--- src/rtl/execute_sequencer_pkg.sv ---
// Shared encodings for the execute-stage issue/retire controller.
// Result-select codes match the ALU result mux; FSM states are shared with the bench.
package execute_sequencer_pkg;

    localparam int unsigned REGADDR_WIDTH     = 5;
    localparam int unsigned RESLT_SELCT_WIDTH = 3;

    localparam logic [2:0] RS_ADD = 3'd0;
    localparam logic [2:0] RS_MUL = 3'd1;
    localparam logic [2:0] RS_DIV = 3'd2;
    localparam logic [2:0] RS_REM = 3'd3;
    localparam logic [2:0] RS_SLT = 3'd5;

    typedef enum logic [1:0] {
        ST_IDLE      = 2'd0,
        ST_MUL_WAIT  = 2'd1,
        ST_DIV_START = 2'd2,
        ST_DIV_WAIT  = 2'd3
    } state_t;

endpackage

--- src/rtl/execute_sequencer_cycle_down_counter.sv ---
// Loadable down-counter shared by the multiply-latency and divide-timeout paths.
// o_zero flags the final tick: the cycle whose decrement lands the count on zero.
module cycle_down_counter #(
    parameter int unsigned WIDTH = 8
) (
    input  logic             i_clk,
    input  logic             i_rst,
    input  logic             i_load,
    input  logic [WIDTH-1:0] i_load_val,
    input  logic             i_dec,
    output logic             o_zero
);

    logic [WIDTH-1:0] r_count;

    always_ff @(posedge i_clk or posedge i_rst) begin
        if (i_rst) begin
            r_count <= '0;
        end else if (i_load) begin
            r_count <= i_load_val;
        end else if (i_dec && (r_count != '0)) begin
            r_count <= r_count - WIDTH'(1);
        end
    end

    assign o_zero = (r_count <= WIDTH'(1));

endmodule

--- src/rtl/execute_sequencer.sv ---
// Execute-stage issue/retire controller: accepts one decoded op per cycle, stalls
// the front end for multiply/divide, and drives the registered writeback strobe.
module execute_sequencer #(
    parameter int unsigned RESLT_SELCT_WIDTH = execute_sequencer_pkg::RESLT_SELCT_WIDTH,
    parameter int unsigned REGADDR_WIDTH     = execute_sequencer_pkg::REGADDR_WIDTH,
    parameter int unsigned MUL_LATENCY       = 3,
    parameter int unsigned DIV_TIMEOUT       = 64
) (
    input  logic                         clk,
    input  logic                         reset,
    input  logic                         instr_valid,
    input  logic [RESLT_SELCT_WIDTH-1:0] result_select,
    input  logic [REGADDR_WIDTH-1:0]     write_select,
    input  logic                         write_enable,
    input  logic                         unsigned_select,
    input  logic                         div_done,
    output logic                         stall,
    output logic                         div_start,
    output logic                         div_unsigned,
    output logic                         wb_valid,
    output logic                         wb_write_enable,
    output logic [REGADDR_WIDTH-1:0]     wb_addr,
    output logic [RESLT_SELCT_WIDTH-1:0] wb_result_select,
    output logic                         error,
    output logic [31:0]                  retired_count
);

    import execute_sequencer_pkg::*;

    state_t                       r_state;
    state_t                       w_next_state;
    logic [RESLT_SELCT_WIDTH-1:0] r_sel;
    logic [REGADDR_WIDTH-1:0]     r_addr;
    logic                         r_we;
    logic                         r_uns;
    logic                         r_wb_valid;
    logic                         r_wb_we;
    logic [REGADDR_WIDTH-1:0]     r_wb_addr;
    logic [RESLT_SELCT_WIDTH-1:0] r_wb_sel;
    logic                         r_error;
    logic [31:0]                  r_retired;

    logic                         w_accept;
    logic                         w_retire_new;
    logic                         w_retire_held;
    logic                         w_err;
    logic                         w_cnt_load;
    logic [7:0]                   w_cnt_val;
    logic                         w_cnt_dec;
    logic                         w_cnt_zero;

    cycle_down_counter #(.WIDTH(8)) u_cnt (
        .i_clk      (clk),
        .i_rst      (reset),
        .i_load     (w_cnt_load),
        .i_load_val (w_cnt_val),
        .i_dec      (w_cnt_dec),
        .o_zero     (w_cnt_zero)
    );

    always_ff @(posedge clk or posedge reset) begin
        if (reset) r_state <= ST_IDLE;
        else       r_state <= w_next_state;
    end

    always_comb begin
        w_next_state  = r_state;
        w_accept      = 1'b0;
        w_retire_new  = 1'b0;
        w_retire_held = 1'b0;
        w_err         = 1'b0;
        w_cnt_load    = 1'b0;
        w_cnt_val     = '0;
        w_cnt_dec     = 1'b0;
        stall         = (r_state != ST_IDLE);
        div_start     = (r_state == ST_DIV_START);
        div_unsigned  = (r_state == ST_DIV_START) && r_uns;
        case (r_state)
            ST_IDLE: begin
                if (instr_valid) begin
                    w_accept = 1'b1;
                    case (result_select)
                        RESLT_SELCT_WIDTH'(RS_ADD),
                        RESLT_SELCT_WIDTH'(RS_SLT): w_retire_new = 1'b1;
                        RESLT_SELCT_WIDTH'(RS_MUL): begin
                            if (MUL_LATENCY <= 1) begin
                                w_retire_new = 1'b1;
                            end else begin
                                w_next_state = ST_MUL_WAIT;
                                w_cnt_load   = 1'b1;
                                w_cnt_val    = 8'(MUL_LATENCY - 1);
                            end
                        end
                        RESLT_SELCT_WIDTH'(RS_DIV),
                        RESLT_SELCT_WIDTH'(RS_REM): w_next_state = ST_DIV_START;
                        default:                    w_err = 1'b1;
                    endcase
                end
            end
            ST_MUL_WAIT: begin
                w_cnt_dec = 1'b1;
                if (w_cnt_zero) begin
                    w_retire_held = 1'b1;
                    w_next_state  = ST_IDLE;
                end
            end
            ST_DIV_START: begin
                w_cnt_load   = 1'b1;
                w_cnt_val    = 8'(DIV_TIMEOUT);
                w_next_state = ST_DIV_WAIT;
            end
            ST_DIV_WAIT: begin
                // A done arriving on the final timeout tick still retires the op.
                if (div_done) begin
                    w_retire_held = 1'b1;
                    w_next_state  = ST_IDLE;
                end else if (w_cnt_zero) begin
                    w_err        = 1'b1;
                    w_next_state = ST_IDLE;
                end else begin
                    w_cnt_dec = 1'b1;
                end
            end
            default: w_next_state = ST_IDLE;
        endcase
    end

    always_ff @(posedge clk or posedge reset) begin
        if (reset) begin
            r_sel  <= '0;
            r_addr <= '0;
            r_we   <= 1'b0;
            r_uns  <= 1'b0;
        end else if (w_accept) begin
            r_sel  <= result_select;
            r_addr <= write_select;
            r_we   <= write_enable;
            r_uns  <= unsigned_select;
        end
    end

    always_ff @(posedge clk or posedge reset) begin
        if (reset) begin
            r_wb_valid <= 1'b0;
            r_wb_we    <= 1'b0;
            r_wb_addr  <= '0;
            r_wb_sel   <= '0;
            r_error    <= 1'b0;
            r_retired  <= '0;
        end else begin
            r_wb_valid <= w_retire_new || w_retire_held;
            r_error    <= w_err;
            if (w_retire_new) begin
                r_wb_addr <= write_select;
                r_wb_sel  <= result_select;
                r_wb_we   <= write_enable && (write_select != '0);
            end else if (w_retire_held) begin
                r_wb_addr <= r_addr;
                r_wb_sel  <= r_sel;
                r_wb_we   <= r_we && (r_addr != '0);
            end
            if (r_wb_valid) r_retired <= r_retired + 32'd1;
        end
    end

    assign wb_valid         = r_wb_valid;
    assign wb_write_enable  = r_wb_valid && r_wb_we;
    assign wb_addr          = r_wb_addr;
    assign wb_result_select = r_wb_sel;
    assign error            = r_error;
    assign retired_count    = r_retired;

endmodule

--- config.mk ---
export PLATFORM = sky130hd
export DESIGN_NAME = execute_sequencer
export DESIGN_NICKNAME = d
export VERILOG_FILES = /design/src/rtl/execute_sequencer_pkg.sv /design/src/rtl/execute_sequencer_cycle_down_counter.sv /design/src/rtl/execute_sequencer.sv
export SDC_FILE = /design/constraint.sdc
export NUM_CORES = 1
export LEC_CHECK = 0
export CELL_PAD_IN_SITES_DETAIL_PLACEMENT = 0
export CELL_PAD_IN_SITES_GLOBAL_PLACEMENT = 1
export CORE_ASPECT_RATIO = 0.5
export CORE_MARGIN = 5
export CORE_UTILIZATION = 41
export DETAILED_ROUTE_END_ITERATION = 6
export PLACE_DENSITY_LB_ADDON = 0.1
export SKIP_CTS_REPAIR_TIMING = 1
export SLEW_MARGIN = 20
export SYNTH_ARGS = -nofsm -noshare
export SYNTH_HDL_FRONTEND = slang
export SYNTH_HIERARCHICAL = 1
export SYNTH_SLANG_ARGS = --single-unit
--- constraint.sdc ---
create_clock -name clk -period 3.03 [get_ports clk]
set_clock_uncertainty 0.2 [all_clocks]
set_input_delay 0.606 -clock clk [delete_from_list [all_inputs] [get_ports clk]]
set_output_delay 0.606 -clock clk [all_outputs]
set_load 0.02 [all_outputs]
==> out/results.txt, run 1 <==
run status: complete, no violations
number of enable flip-flop cells after synthesis: 0
area fraction in compound gates after synthesis: 9.37%
Worst setup startpoint: r_state[0]
largest net degree at the start of global routing: 28
worst slew pin tran: 0.878 ns
XOR/XNOR Fraction of Synth Area: 8.86%
Synth Cell Area: 3160 µm²
R2R Setup Slk: 0.44 ns
switching pwr: 0.00114 W
Worst EP arrival: 1.90 ns
worst setup margin: 0.323 ns
Avg WL per Cell: 14.8 µm
clock power share: 31.0%
pwr dens: 826 nW/µm²
Global Route Usage Sum: 15.5%
DR iter-0 viols: 98
worst reg2reg startpoint: u_cnt/r_count[0]
setup TNS: 0 ns
initial antenna violation count: 0
post-DP HPWL: 5.17 mm
CTS Buf Count: 9
die width: 134 µm
CTS H-Tree Depth: 3
DR pass1 iterations: 5
Layout area overhead: 34.6%
core region area: 7400 µm²
simple-gate share of the synthesized area: 19.8%
I/O Buffers: 59
register area: 1580 µm²
end point of the critical path: div_unsigned
peak fanout along the critical path: 7
CTS Sinks: 63
die area: 9680 µm²
DRC violations left: 0
switch share: 32.5%
multi-input logic area: 1520 µm²
largest family of logic cells by synthesized area: simple AND/OR/NAND/NOR gates
Setup CP Type: flop to output port
Fmax: 369 MHz
vias in the first global route: 2473
Clk pin slew, worst setup/hold paths: 0.05 ns
Flop pwr share: 36.0%
initial core utilization: 42.7%
register bit total from synthesis: 63
Synth warnings: 6
relative slew slack: 40.9%
ANT cells: 0
first-pass GRT wire length: 12.0 mm
Final Hold Vio Count: 0
Post-Layout Cell Count: 470
CTS tree: yes
synthesized area per cell: 10.8 µm²
Max Transition Viols Final: 0
worst path required time: 2.22 ns
post-synthesis async set-or-reset flop share: 100%
Place WS: 0.0918 ns
routability congestion estimate: 0.856
sequential fraction of the synthesis area: 49.8%
maxcap violations: 0
ys flop type: dfrtp_1
Placed Cells incl. Taps: 455
final wirelength: 6.94 mm
Max VDD drop: 0.000424 V
gr ovfl total: 0
fin nets: 392
minimum clock period: 2.71 ns
number of fill cells: 650
Mapped Cells: 293
Int Pwr: 0.00237 W
Pwr Total: 0.00352 W
hold_ws: 0.262 ns
R2R cell count: 9
R2R Path End: u_cnt/r_count[5]
# setup viols final: 0
adder-cell share of the synthesized area: 3.16%
# IOs: 60
post-synthesis mux area share: 6.09%
RSZ-0062 raised after global routing: false
worst-skew pair later-pin latency: 0.32 ns
die height: 72.1 µm
vias per inst: 5.28
Comb power frac: 33.0%
Hold Path Class: flop to flop
Pleak: 1.91 nW
CTS Buffer Depth: 2
Final period util: 89.3%
crit end category: output port
DRT antenna net count: 0
vias: 2480
share of layout cells above drive strength 1: 11.5%
Synth cell types: 52
root buf cell: clkbuf_16
row count: 22
crit path launch type: flop
worst min path at each step:
stage,startpoint,endpoint,cells after the start
5_1_grt,retired_count[31],retired_count[31],1
3_3_place_gp,retired_count[31],retired_count[31],1
2_1_floorplan,reset,u_cnt/r_count[0],1
6_report,retired_count[31],retired_count[31],1
4_1_cts,retired_count[31],retired_count[31],1
3_5_place_dp,retired_count[31],retired_count[31],1
area by class of cell:
| cell class | instances | area share (%) |
|---|---|---|
| Sequential cell | 63 | 37.0 |
| Multi-Input combinational cell | 214 | 35.6 |
| Timing Repair Buffer | 70 | 16.1 |
| Clock buffer | 12 | 5.79 |
| Tap cell | 96 | 2.82 |
| Clock inverter | 3 | 1.59 |
| Inverter | 12 | 1.06 |
state kept, by name (all words and copies together), names as in the netlist:
register,cells
r_state,2
r_wb_we,1
wb_result_select,3
r_addr,5
retired_count,32
r_sel,3
wb_valid,1
u_cnt/r_count,8
r_we,1
r_uns,1
wb_addr,5
error,1
kinds of logic after synthesis:
group	count (synthesis)
other	1
muxes	18
adders and majority gates	8
and+or+nand+nor	108
buffers and inverters	21
xor gates and xnor gates	32
AOI/OAI and AO/OA	42
DFF	63
metal layers:
metal | part of all wire, % | global-route usage, % | up-vias
met5 | 0 | 0 | -
met4 | 1.2 | 4.40 | 0
met3 | 4.6 | 4.99 | 10
met2 | 47 | 25.8 | 43
met1 | 47 | 19.7 | 1226
li1 | - | - | 1201
stage by stage:
stage,cell area [µm²],util (%)
2_1_floorplan,3180,-
3_3_place_gp,3950,53.3
3_5_place_dp,3950,53.3
4_1_cts,4260,57.5
5_1_grt,4260,57.5
6_report,4260,57.5
power groups by stage:
| stage | Sequential, W | Combinational (W) | Clock (W) |
|---|---|---|---|
| final | 0.00127 | 0.00116 | 0.00109 |
| after global routing | 0.00131 | 0.00128 | 0.00117 |
| after CTS | 0.00127 | 0.00117 | 0.00112 |
| after detailed placement | 0.00128 | 0.00117 | 0 |
| after global placement | 0.00127 | 0.00115 | 0 |
| after floorplan | 0.00133 | 0.000655 | 0 |
synthesized netlist by cell type (all sizes together), types with 2 or more instances:
library cell,count,area (µm²)
ha,8,100
nand3,12,60.1
o2bb2ai,2,17.5
nand2,26,97.6
a2111o,2,22.5
nand2b,2,12.5
inv,11,41.3
nor2,12,45.0
mux2,10,113
o211ai,7,52.6
nor3,12,65.1
and4,4,35.0
a31oi,2,12.5
mux2i,8,80.1
dfrtp,63,1580
or3b,2,17.5
or3,2,13.8
buf,3,21.3
clkbuf,6,22.5
a221o,2,20.0
o21ai,12,60.1
nor3b,2,20.0
nor4,3,33.8
and2,5,31.3
xor2,14,123
xnor2,18,158
a21oi,3,15.0
nand4,9,71.3
o31ai,2,15.0
a21boi,2,15.0
or4,5,37.5
and3,7,43.8
a22oi,2,15.0
worst max-delay path, cell delays in order, from the launching register on:
cell and delay [ns]:
dfrtp_1 0.40, inv_1 0.12, ha_1 0.29, and2_1 0.16, clkdlybuf4s50_1 0.60
cells in the final DEF (no fill, tap or decap), types with 2 or more instances in the layout:
master	count
bufinv_16	2
nor4_1	2
o2bb2ai_1	2
clkdlybuf4s50_1	59
clkbuf_1	2
clkbuf_16	9
conb_1	6
nand2_1	26
xor2_1	14
a221o_1	2
a31oi_1	2
ha_1	8
o21ai_0	12
o31ai_1	2
a21boi_0	2
nor3_1	11
and3_1	7
xnor2_1	18
buf_4	10
inv_1	10
a22oi_1	2
or4_1	5
nand2b_1	2
mux2_2	10
nand4_1	8
or3b_2	2
a2111o_1	2
o211ai_1	7
nor2_1	12
nand3_1	12
and2_1	5
mux2i_1	8
a21oi_1	3
and4_1	4
dfrtp_1	63
Power figures use the tool's default switching activity.
==> run 2: changes to the inputs <==
--- a/config.mk
+++ b/config.mk
@@ -8,10 +8,11 @@
 export CELL_PAD_IN_SITES_DETAIL_PLACEMENT = 0
 export CELL_PAD_IN_SITES_GLOBAL_PLACEMENT = 1
 export CORE_ASPECT_RATIO = 0.5
-export CORE_MARGIN = 5
+export CORE_MARGIN = 2
 export CORE_UTILIZATION = 41
 export DETAILED_ROUTE_END_ITERATION = 6
 export PLACE_DENSITY_LB_ADDON = 0.1
+export SETUP_SLACK_MARGIN = 0.02
 export SKIP_CTS_REPAIR_TIMING = 1
 export SLEW_MARGIN = 20
 export SYNTH_ARGS = -nofsm -noshare
==> out/results.txt, run 2 (same netlist as run 1, synthesis figures left out) <==
routability congestion estimate: 0.844
setup TNS: 0 ns
Worst Path Buf+Inv: 2
worst-skew pair later-pin latency: 0.33 ns
Setup CP Type: flop to output port
minimum clock period: 2.71 ns
vias in the first global route: 2365
most frequent cells in the layout: 63 x dfrtp_1, 59 x clkdlybuf4s50_1, 26 x nand2_1
initial antenna violation count: 0
largest net degree at the start of global routing: 56
CTS H-Tree Depth: 3
# IOs: 60
I/O Buffers: 59
Pleak: 1.87 nW
max reg flops: 32
Place WS: 0.0925 ns
delay-heaviest family, CP: buffers and inverters
core region area: 7400 µm²
DR iter-0 viols: 129
Hold Path Class: flop to flop
most common cell after layout, fill and taps aside: dfrtp_1
pwr dens: 802 nW/µm²
first-pass GRT wire length: 11.3 mm
fin nets: 390
initial core utilization: 42.7%
crit path launch type: flop
DR pass1 iterations: 4
CTS Sinks: 63
Clk pin slew, worst setup/hold paths: 0.06 ns
vias per inst: 5.24
gr ovfl total: 0
die height: 66.1 µm
DRT antenna net count: 0
multi-input logic area: 1520 µm²
die area: 8480 µm²
relative slew slack: 47.1%
crit end category: output port
Avg WL per Cell: 14.1 µm
DRC violations left: 0
run status: complete, no violations
maxcap violations: 0
Fmax: 369 MHz
# setup viols final: 0
Final Hold Vio Count: 0
peak fanout along the critical path: 7
register area: 1580 µm²
CP max stage cell: clkdlybuf4s50_1
Max VDD drop: 0.000407 V
Core Util, Final: 56.6%
CTS Buffer Depth: 2
Final period util: 89.4%
RSZ-0062 raised after global routing: false
worst slew pin tran: 0.786 ns
post-DP HPWL: 4.81 mm
die width: 128 µm
row count: 22
Worst EP arrival: 1.90 ns
Max Transition Viols Final: 0
Critical Path, Cell by Cell: inv_1, ha_1, and2_1, clkdlybuf4s50_1
final wirelength: 6.62 mm
share of layout cells above drive strength 1: 11.5%
CTS tree: yes
hold_ws: 0.272 ns
peak per-stage delay on the critical path: 0.60 ns
number of fill cells: 615
vias: 2457
CTS Buf Count: 9
worst path required time: 2.22 ns
ANT cells: 0
root buf cell: clkbuf_16
Layout area overhead: 32.5%
worst setup margin: 0.322 ns
Global Route Usage Sum: 17.5%
==> run 2: where the power goes <==
part | switching [W] | total [W] | internal, W
sequential | 0.000200 | 0.00127 | 0.00107
clock | 0.000370 | 0.000944 | 0.000573
combinational | 0.000587 | 0.00115 | 0.000563
total | 0.00116 | 0.00336 | 0.00220
==> run 2: layer usage <==
layer	part of all wire (%)	up-vias	global-route usage, %
met1	48	1187	22.4
met2	47	58	27.8
met4	1.4	0	6.87
met3	4.3	8	5.58
li1	-	1204	-
met5	0	-	0
==> run 2: final timing paths <==
| check | endpoint | cells past startpoint | slack [ns] | startpoint |
|---|---|---|---|---|
| hold reg to reg | retired_count[31] | 1 | 0.27 | retired_count[31] |
| hold / removal | retired_count[31] | 1 | 0.27 | retired_count[31] |
| max in group asynchronous | retired_count[15] | 3 | 1.56 | reset |
| setup reg to reg | u_cnt/r_count[7] | 7 | 0.35 | u_cnt/r_count[4] |
| min in group asynchronous | u_cnt/r_count[5] | 2 | 0.37 | reset |
| setup / recovery | div_unsigned | 4 | 0.32 | r_state[0] |
==> run 2: final cells by class <==
type                       instances  area share, %
timing repair buffer              68           15.7
multi-input combinational        214           36.2
clock buffer                      11           5.79
clock inverter                     5          0.805
sequential                        63           37.6
tap                               96           2.86
inverter                          12           1.07
==> run 2: stage by stage <==
step           std cells  power, W  area [µm²]
3_3_place_gp         453   0.00240        3920
5_1_grt              469   0.00359        4190
3_5_place_dp         453   0.00244        3920
4_1_cts              469   0.00340        4190
6_report             469   0.00336        4190
2_1_floorplan        298   0.00199        3180
